File: config.mk
export PLATFORM = sky130hd
export DESIGN_NAME = spi_reg_slave_flat
export DESIGN_NICKNAME = d
export VERILOG_FILES = /design/src/rtl/spi_pkg.sv /design/src/rtl/spi_reg_slave_if.sv /design/src/rtl/sync_edge.sv /design/src/rtl/spi_reg_slave.sv /design/src/flat_wrapper.sv
export SDC_FILE = /design/constraint.sdc
export NUM_CORES = 1
export LEC_CHECK = 0
export ABC_AREA = 0
export BUFFER_PORTS_ARGS = -buffer_cell sky130_fd_sc_hd__buf_2
export CELL_PAD_IN_SITES_DETAIL_PLACEMENT = 0
export CELL_PAD_IN_SITES_GLOBAL_PLACEMENT = 1
export CORE_MARGIN = 3
export CORE_UTILIZATION = 44
export DETAILED_ROUTE_END_ITERATION = 7
export PLACE_DENSITY = 0.85
export SLEW_MARGIN = 0
export SYNTH_ARGS = -nofsm -noshare
export SYNTH_HDL_FRONTEND = slang
export SYNTH_SLANG_ARGS = --single-unit
File: constraint.sdc
create_clock -name clk -period 3.49 [get_ports clk]
set_clock_uncertainty 0.1 [all_clocks]
set_input_delay 0.1745 -clock clk [delete_from_list [all_inputs] [get_ports clk]]
set_output_delay 0.1745 -clock clk [all_outputs]
set_load 0.005 [all_outputs]
File: src/rtl/spi_pkg.sv
// Shared constants and FSM state type for the SPI register slave.
// The frame is an 8-bit command (write flag + 7-bit address) followed by the data phase.
package spi_pkg;

   localparam int CMD_W      = 8;
   localparam int ADDR_W     = 7;
   localparam int CMD_WR_BIT = 7;

   typedef enum logic [2:0] {
      IDLE    = 3'd0,
      CMD     = 3'd1,
      DATA    = 3'd2,
      DONE    = 3'd3,
      WAIT_CS = 3'd4
   } spi_state_t;

endpackage

File: src/rtl/spi_reg_slave_if.sv
// SPI pin bundle between the Pmod header (master side) and the register slave.
interface spi_reg_slave_if;

   logic sclk;
   logic cs;
   logic mosi;
   logic miso;

   modport master (
      output sclk,
      output cs,
      output mosi,
      input  miso
   );

   modport slave (
      input  sclk,
      input  cs,
      input  mosi,
      output miso
   );

endinterface

File: src/rtl/sync_edge.sv
// Two-flop synchroniser for an asynchronous pin, with rise/fall detection on the
// synchronised value. RST_VAL is the idle level the chain is forced to in reset.
module sync_edge #(
   parameter logic RST_VAL = 1'b0
) (
   input  logic clk,
   input  logic rst,
   input  logic i_async,
   output logic o_sync,
   output logic o_rise,
   output logic o_fall
);

   logic r_meta;
   logic r_sync;
   logic r_prev;

   always_ff @(posedge clk) begin
      if (rst) begin
         r_meta <= RST_VAL;
         r_sync <= RST_VAL;
         r_prev <= RST_VAL;
      end else begin
         r_meta <= i_async;
         r_sync <= r_meta;
         r_prev <= r_sync;
      end
   end

   assign o_sync = r_sync;
   assign o_rise = r_sync & ~r_prev;
   assign o_fall = ~r_sync & r_prev;

endmodule

File: src/rtl/spi_reg_slave.sv
// Mode-0 SPI slave with an addressable register bank: command byte, then DATA_W
// data bits; writes land in the bank, reads shift the addressed register out on MISO.
module spi_reg_slave
   import spi_pkg::*;
#(
   parameter int DATA_W = 8,
   parameter int N_REGS = 4
) (
   input  logic                       clk,
   input  logic                       rst,
   spi_reg_slave_if.slave             spi,
   output logic [N_REGS*DATA_W-1:0]   regs,
   output logic                       wr_valid,
   output logic [ADDR_W-1:0]          wr_addr,
   output logic [DATA_W-1:0]          wr_data
);

   logic              w_sclk_sync_unused;
   logic              w_sclk_rise;
   logic              w_sclk_fall;
   logic              w_cs_sync;
   logic              w_cs_rise;
   logic              w_cs_fall;
   logic              w_mosi_sync;
   logic              w_mosi_rise_unused;
   logic              w_mosi_fall_unused;

   spi_state_t        r_state;
   logic [5:0]        r_bit_cnt;
   logic [1:0]        r_settle;
   logic [CMD_W-2:0]  r_cmd;
   logic              r_op_wr;
   logic [ADDR_W-1:0] r_addr;
   logic [DATA_W-1:0] r_rx;
   logic [DATA_W-1:0] r_tx;
   logic              r_wr_pend;
   logic              r_miso;
   logic              r_wr_valid;
   logic [ADDR_W-1:0] r_wr_addr;
   logic [DATA_W-1:0] r_wr_data;
   logic [DATA_W-1:0] r_regs [N_REGS];

   logic [CMD_W-1:0]  w_cmd_next;
   logic [DATA_W-1:0] w_rx_next;
   logic [DATA_W-1:0] w_tx_shift;
   logic [DATA_W-1:0] w_rd_data;
   logic              w_mapped;
   logic              w_first_fall;

   sync_edge #(.RST_VAL(1'b0)) u_sclk_sync (
      .clk    (clk),
      .rst    (rst),
      .i_async(spi.sclk),
      .o_sync (w_sclk_sync_unused),
      .o_rise (w_sclk_rise),
      .o_fall (w_sclk_fall)
   );

   sync_edge #(.RST_VAL(1'b1)) u_cs_sync (
      .clk    (clk),
      .rst    (rst),
      .i_async(spi.cs),
      .o_sync (w_cs_sync),
      .o_rise (w_cs_rise),
      .o_fall (w_cs_fall)
   );

   sync_edge #(.RST_VAL(1'b0)) u_mosi_sync (
      .clk    (clk),
      .rst    (rst),
      .i_async(spi.mosi),
      .o_sync (w_mosi_sync),
      .o_rise (w_mosi_rise_unused),
      .o_fall (w_mosi_fall_unused)
   );

   assign w_cmd_next   = {r_cmd, w_mosi_sync};
   assign w_rx_next    = (r_rx << 1) | DATA_W'(w_mosi_sync);
   assign w_tx_shift   = r_tx << 1;
   assign w_mapped     = (int'(r_addr) < N_REGS);
   assign w_first_fall = (r_bit_cnt == 6'd0);

   // Unmapped addresses match no entry and therefore read back as zero.
   always_comb begin
      w_rd_data = '0;
      for (int k = 0; k < N_REGS; k++) begin
         if (int'(r_addr) == k) w_rd_data = r_regs[k];
      end
   end

   // Reset leaves the FSM in WAIT_CS; it only reaches IDLE once the cs chain has
   // flushed its forced-high reset value and shows cs really high, so a frame
   // already in flight at reset release is never picked up halfway.
   always_ff @(posedge clk) begin
      if (rst) begin
         r_state   <= WAIT_CS;
         r_bit_cnt <= 6'd0;
         r_settle  <= 2'd0;
         r_op_wr   <= 1'b0;
         r_addr    <= '0;
         r_wr_pend <= 1'b0;
      end else begin
         r_wr_pend <= 1'b0;
         if (r_settle != 2'd3) r_settle <= r_settle + 2'd1;
         case (r_state)
            IDLE: begin
               if (w_cs_fall) begin
                  r_state   <= CMD;
                  r_bit_cnt <= 6'd0;
               end
            end
            CMD: begin
               if (w_cs_rise) begin
                  r_state <= IDLE;
               end else if (w_sclk_rise) begin
                  if (r_bit_cnt == 6'(CMD_W - 1)) begin
                     r_state   <= DATA;
                     r_bit_cnt <= 6'd0;
                     r_op_wr   <= w_cmd_next[CMD_WR_BIT];
                     r_addr    <= w_cmd_next[ADDR_W-1:0];
                  end else begin
                     r_bit_cnt <= r_bit_cnt + 6'd1;
                  end
               end
            end
            DATA: begin
               if (w_cs_rise) begin
                  r_state <= IDLE;
               end else if (w_sclk_rise) begin
                  if (r_bit_cnt == 6'(DATA_W - 1)) begin
                     r_state   <= DONE;
                     r_wr_pend <= r_op_wr & w_mapped;
                  end else begin
                     r_bit_cnt <= r_bit_cnt + 6'd1;
                  end
               end
            end
            DONE: begin
               if (w_cs_rise) r_state <= IDLE;
            end
            WAIT_CS: begin
               if ((r_settle == 2'd3) && w_cs_sync) r_state <= IDLE;
            end
            default: r_state <= IDLE;
         endcase
      end
   end

   always_ff @(posedge clk) begin
      if ((r_state == CMD) && w_sclk_rise) r_cmd <= w_cmd_next[CMD_W-2:0];
      if ((r_state == DATA) && w_sclk_rise) r_rx <= w_rx_next;
      if ((r_state == DATA) && w_sclk_fall) r_tx <= w_first_fall ? w_rd_data : w_tx_shift;
   end

   // First falling edge of the data phase loads the addressed register; later ones shift.
   always_ff @(posedge clk) begin
      if (rst) begin
         r_miso <= 1'b0;
      end else if ((r_state == DATA) && w_sclk_fall) begin
         r_miso <= ~r_op_wr & (w_first_fall ? w_rd_data[DATA_W-1] : w_tx_shift[DATA_W-1]);
      end else if (r_state != DATA) begin
         r_miso <= 1'b0;
      end
   end

   assign spi.miso = r_miso & ~w_cs_sync & (r_state == DATA);

   always_ff @(posedge clk) begin
      if (rst) begin
         for (int k = 0; k < N_REGS; k++) r_regs[k] <= '0;
         r_wr_valid <= 1'b0;
         r_wr_addr  <= '0;
         r_wr_data  <= '0;
      end else begin
         r_wr_valid <= r_wr_pend;
         if (r_wr_pend) begin
            r_wr_addr <= r_addr;
            r_wr_data <= r_rx;
            for (int k = 0; k < N_REGS; k++) begin
               if (int'(r_addr) == k) r_regs[k] <= r_rx;
            end
         end
      end
   end

   for (genvar k = 0; k < N_REGS; k++) begin : g_flat
      assign regs[k*DATA_W +: DATA_W] = r_regs[k];
   end

   assign wr_valid = r_wr_valid;
   assign wr_addr  = r_wr_addr;
   assign wr_data  = r_wr_data;

endmodule
File: src/flat_wrapper.sv
// flat-port wrapper written by rule: the top's interface ports become plain ports
module spi_reg_slave_flat import spi_pkg::*;
#(
   parameter int DATA_W = 8,
   parameter int N_REGS = 4
)
  (clk, rst, regs, wr_valid, wr_addr, wr_data, spi_sclk, spi_cs, spi_mosi, spi_miso);
  spi_reg_slave_if spi_i ();
  input  logic clk;
  input  logic rst;
  output logic [N_REGS*DATA_W-1:0] regs;
  output logic wr_valid;
  output logic [ADDR_W-1:0] wr_addr;
  output logic [DATA_W-1:0] wr_data;
  input wire logic [$bits(spi_i.sclk)-1:0] spi_sclk;
  input wire logic [$bits(spi_i.cs)-1:0] spi_cs;
  input wire logic [$bits(spi_i.mosi)-1:0] spi_mosi;
  output wire logic [$bits(spi_i.miso)-1:0] spi_miso;
  assign spi_i.sclk = spi_sclk;
  assign spi_i.cs = spi_cs;
  assign spi_i.mosi = spi_mosi;
  assign spi_miso = spi_i.miso;
  spi_reg_slave #(.DATA_W(DATA_W), .N_REGS(N_REGS)) u_core (.clk(clk), .rst(rst), .spi(spi_i), .regs(regs), .wr_valid(wr_valid), .wr_addr(wr_addr), .wr_data(wr_data));
endmodule
==> impl_metrics.csv, run 1 <==
group,metric,value,unit
outcome,status,"finished, final reports clean",
cts,clkLatencyLatePin,350,ps
layout,area_growth_syn_to_layout,13.55,%
sta,setup_viol_count_final,0,
critical_path,cp.required,3610,ps
synth,yosys_warnings,0,
drt,ant_nets,0,
floorplanning,coreArea,8891,um^2
sta,hold_viol,0,
layout,fill_cells,766,
floorplanning,rows,34,
cts,clock_path_buffers,2,
synth,synth_cells,318,
cts,cts-root-buf,"clkbuf_8",
synth,synth_most_common_cell,"edfxtp_1",
power_and_ir_drop,vdd_ir_drop_max,0.1915,mV
sta,setup_tns,0,ps
synth,synth_commonest_cells,"54 x edfxtp_1, 45 x dfxtp_1, 34 x nor2_1, 33 x and2_1, 24 x mux2i_1",
grt,globalRoute.totalOverflow,0,
synth,yosysSeqAreaShare,0.6141,
synth,synthDistinctLibCells,53,
synth,synthAdderAreaFrac,0.009138,
synth,synth_top_family_by_area,"simple AND/OR/NAND/NOR gates",
critical_path,critical_path_class,"reg2reg",
layout,multi_input_area,1485,um^2
drt,wire_per_inst,16.26,um
grt,grt_max_degree,47,
grt,antenna_found_initial,0,
sta,drv_slew,0,
critical_path,crit_arrival,2250,ps
floorplanning,io_pins,54,
drt,vias,2547,
synth,synth_compound_area_frac,0.07128,
cts,cts_repair_resize_count,0,
drt,firstDrtPassIters,4,
power_and_ir_drop,power.leakage,1.829,nW
hold_path,min_path_type,"in2reg",
synth,avgSynthCellArea,12.92,um^2
synth,yosys_register_bits,99,
critical_path,crit_path_start_kind,"register",
synth,synth_ff_type,"edfxtp_1",
drt,wl,7854,um
placed_design,place.gp.congestion,0.7899,
placed_design,dpl.cell_count,464,
layout,stdcell_area,4664,um^2
drt,drcViolationCount,0,
grt,grt_pass1_vias,2522,
cts,cts_tree,"built",
synth,muxShareOfSynthArea,0.1023,
layout,final-seq-area,2522,um^2
power_and_ir_drop,powerDensity,448.3,nW/um^2
placed_design,dp_hpwl,5608,um
synth,syn-num-nets,326,
floorplanning,die-area,10530,um^2
power_and_ir_drop,finalPower,2.091,mW
floorplanning,die-height,102.6,um
cts,clk_pin_slew,100,ps
synth,synth_area_leaders,"edfxtp_1 39%, dfxtp_1 22%, mux2i_1 5.8%",
sta,period_needed,2134,ps
grt,grt_use_total,0.1595,
sta,setup_ws,1356,ps
layout,final_cells,483,
layout,drive_above_1_share,0.2613,
drt,viasPerCell,5.273,
synth,synth_xor_xnor_area_share,0.004264,
grt,grt_pass1_wl,12850,um
sta,slew_headroom,0.3237,
layout,utilization,0.5246,
sta,clock.fmax,468.6,MHz
run,maxCapViolations,0,
cts,numClockSinks,99,
cts,ctsHtreeMaxLevel,3,
placed_design,placed_cell_area,4427,um^2
sta,fin_crit_sh,0.6114,
synth,syn_area,4108,um^2
cts,postCtsHoldBufs,3,
synth,synth_top_area_cell,"edfxtp_1",
synth,synth_top_area_share,0.3948,
cts,numCtsBuffers,9,
cts,postCtsSetupRepairBufs,0,
sta,fin_hold_ws,301.4,ps
synth,synth-edff-count,54,
critical_path,critPathMaxFanout,8,
floorplanning,start_util,0.4620,
critical_path,end_kind,"register",
synth,synth-simple-area-share,0.1745,
floorplanning,die_x,102.6,um
sta,rsz0062_at_grt,"no",
sta,worst_pin_slew,1007,ps
placed_design,place.port_buffers,53,
layout,nets,378,
placed_design,pre_cts_slack,1367,ps
synth,async_reset_ff_frac,0,
layout,antennaDiodeCount,0,
drt,drt_iter0_drc,187,
## routing by layer
layer	track usage	vias up	part of all wire
met2	0.2532	38	0.49
met1	0.2184	1247	0.47
met3	0.02909	10	0.033
met5	0	-	0
met4	0.06256	0	0.016
li1	-	1252	-
## cell usage in the layout (no fill, tap or decap), drive strengths merged, types with 3 or more instances in the layout
cell,instances
clkinv,3
buf,54
nor2,35
a211oi,4
inv,6
ha,3
and2,33
a31o,3
nand2b,5
edfxtp,54
and3,4
dlygate4sd3,3
nor3,6
nand3,3
mux2i,24
a21oi,7
a22o,6
dfxtp,45
clkbuf,9
or2,5
nand2,16
mux4,8
nor2b,9
## cell type report
cell class,instances,share of cell area
clock buffer,9,0.02656
clock inverter,7,0.01797
timing repair buffer,57,0.06491
tap,108,0.02897
multi-input combinational,200,0.3184
sequential,99,0.5408
inverter,3,0.002414
## path summary, 6_finish.rpt
check / start / end / slack [ps] / cells after the start
max: u_core.r_addr[2] / u_core.r_regs[2][7] / 1360 / 5
min: rst / u_core.wr_addr[1] / 300 / 2
max reg2reg: u_core.r_addr[2] / u_core.r_regs[2][7] / 1360 / 5
min reg2reg: u_core.u_cs_sync.r_meta / u_core.u_cs_sync.o_sync / 320 / 1
## kinds of logic after synthesis
| group | Yosys count |
|---|---|
| muxes | 32 |
| and+or+nand+nor | 126 |
| buffers and inverters | 19 |
| xor gates and xnor gates | 2 |
| DFF | 99 |
| AOI/OAI and AO/OA | 37 |
| adders and majority gates | 3 |
## power by group
group	switching (mW)	total, mW	internal [mW]
Sequential	0.0163	1.26	1.25
Combinational	0.0420	0.0791	0.0372
Clock	0.405	0.750	0.346
Total	0.463	2.09	1.63
## registers in the layout, summed over array words and instances, names as in the netlist, 2 cells and up
register and cells:
u_core.r_addr 7, u_core.wr_addr 7, u_core.r_tx 7, u_core.wr_data 8
u_core.r_regs 32, u_core.r_cmd 7, u_core.r_state 3, u_core.r_settle 2
u_core.r_bit_cnt 6, u_core.r_rx 8
## critical path, cell delays in order (launching register included)
cell and delay [ps]:
dfxtp_1 340, or4_4 580, or2_1 310, nor2_2 160, and3_1 350, and2_1 170
(Power assumes the default switching activity.)
==> run 2, diff against run 1 <==
Clock period 3.49 ns to 2.1 ns, I/O delays scaled along.
==> impl_metrics.csv, run 2 (same netlist as run 1, synthesis figures left out) <==
group,metric,value,unit
outcome,status,"finished, final reports clean",
drt,viasPerCell,5.306,
floorplanning,die-height,102.6,um
drt,ant_nets,0,
hold_path,min_path_type,"reg2reg",
cts,numClockSinks,99,
sta,slew_headroom,0.6162,
critical_path,critPathMaxFanout,8,
drt,firstDrtPassIters,4,
floorplanning,die_x,102.6,um
cts,ctsHtreeMaxLevel,3,
placed_design,placed_cell_area,4524,um^2
drt,drt_iter0_drc,122,
floorplanning,start_util,0.4620,
grt,grt_pass1_wl,13460,um
cts,clock_path_buffers,2,
layout,drive_above_1_share,0.2905,
sta,worst_pin_slew,574.9,ps
layout,regMostFlops,"u_core.r_regs",
cts,clkLatencyLatePin,360,ps
layout,nets,392,
cts,cts-root-buf,"clkbuf_8",
sta,fin_hold_ws,322.2,ps
layout,antennaDiodeCount,0,
cts,clk_pin_slew,100,ps
cts,cts_tree,"built",
sta,rsz0062_at_grt,"yes",
run,maxCapViolations,0,
sta,period_needed,2074,ps
sta,hold_viol,0,
floorplanning,io_pins,54,
sta,drv_slew,0,
critical_path,crit_path_start_kind,"register",
layout,final_cell_mix,"54 x edfxtp_1, 53 x buf_2, 45 x dfxtp_1, 34 x nor2_1, 33 x and2_1",
grt,grt_pass1_vias,2592,
grt,globalRoute.totalOverflow,0,
placed_design,place.port_buffers,53,
floorplanning,die-area,10530,um^2
sta,fin_crit_sh,0.9875,
placed_design,place.gp.congestion,0.8161,
layout,area_growth_syn_to_layout,15.81,%
grt,grt_max_degree,34,
critical_path,critical_path_class,"reg2reg",
drt,wire_per_inst,17.20,um
drt,vias,2637,
placed_design,dp_hpwl,6301,um
grt,grt_use_total,0.1709,
layout,final_common_cell,"edfxtp_1",
power_and_ir_drop,vdd_ir_drop_max,0.4342,mV
cts,postCtsSetupRepairBufs,0,
layout,largest_reg_flops,32,
drt,wl,8547,um
cts,numCtsBuffers,9,
power_and_ir_drop,powerDensity,709.9,nW/um^2
floorplanning,rows,34,
floorplanning,coreArea,8891,um^2
drt,drcViolationCount,0,
grt,antenna_found_initial,0,
sta,setup_viol_count_final,0,
sta,clock.fmax,482.2,MHz
critical_path,cp.required,2050,ps
power_and_ir_drop,power.leakage,1.875,nW
critical_path,crit_arrival,2030,ps
layout,stdcell_area,4757,um^2
critical_path,end_kind,"register",
## run 2: changes by cell type in the layout (fill, tap and decap cells not counted)
cell	previous run	this run
nor3_2	4	3
clkinvlp_4	0	2
clkinv_4	2	1
and3_1	4	2
nor3_4	0	1
buf_4	1	14
bufinv_16	1	0
dlygate4sd3_1	3	4
and3_2	0	2
## run 2: final cells by class
class | instances | area (um^2)
fill | 751 | 4134
inverter | 3 | 11.26
clock inverter | 7 | 60.06
timing repair buffer | 71 | 410.4
sequential | 99 | 2522
clock buffer | 9 | 123.9
multi-input combinational | 200 | 1494
tap | 108 | 135.1
## run 2: metrics by stage
step	worst slack [ps]	utilization	total power [mW]	cells	setup TNS (ps)
detailed placement	42.08	0.5089	2.275	477	0
floorplan	171.1	-	2.223	318	0
global route	-63.19	0.5350	3.506	497	-994.7
global placement	125.4	0.5089	2.269	477	0
CTS	15.06	0.5341	3.400	497	0
finish	26.33	0.5350	3.377	497	0
## run 2: worst max-delay path: stages (launching register included)
cell	delay (ps)
dfxtp_1	340
or4_4	540
or2_1	320
nor2_2	180
a31o_2	300
## run 2: final timing paths
path	from	to	slack [ps]	depth (start not counted)
worst min register to register	u_core.u_cs_sync.r_meta	u_core.u_cs_sync.o_sync	320	1
worst min-delay path	u_core.u_cs_sync.r_meta	u_core.u_cs_sync.o_sync	320	1
worst max register to register	u_core.r_addr[2]	u_core.r_regs[0][5]	30	4
worst max-delay path	u_core.r_addr[2]	u_core.r_regs[0][5]	30	4
## run 2: timing repair
action                                  CTS  global route
endpoints found under the setup margin    0            42
endpoints found under the hold margin     5             0
hold buffers                              4             0
resized for setup                         0             3
## run 2: routing by layer
metal,GRT usage,wire length (um)
met2,0.2656,4037
met5,0,0
met1,0.2341,3949
met4,0.06155,125
met3,0.04195,435
## run 2: report_power, final
group | switching (mW) | internal, mW | total (mW)
clock | 0.692 | 0.452 | 1.14
combinational | 0.0696 | 0.0645 | 0.134
sequential | 0.0303 | 2.07 | 2.10
total | 0.792 | 2.59 | 3.38
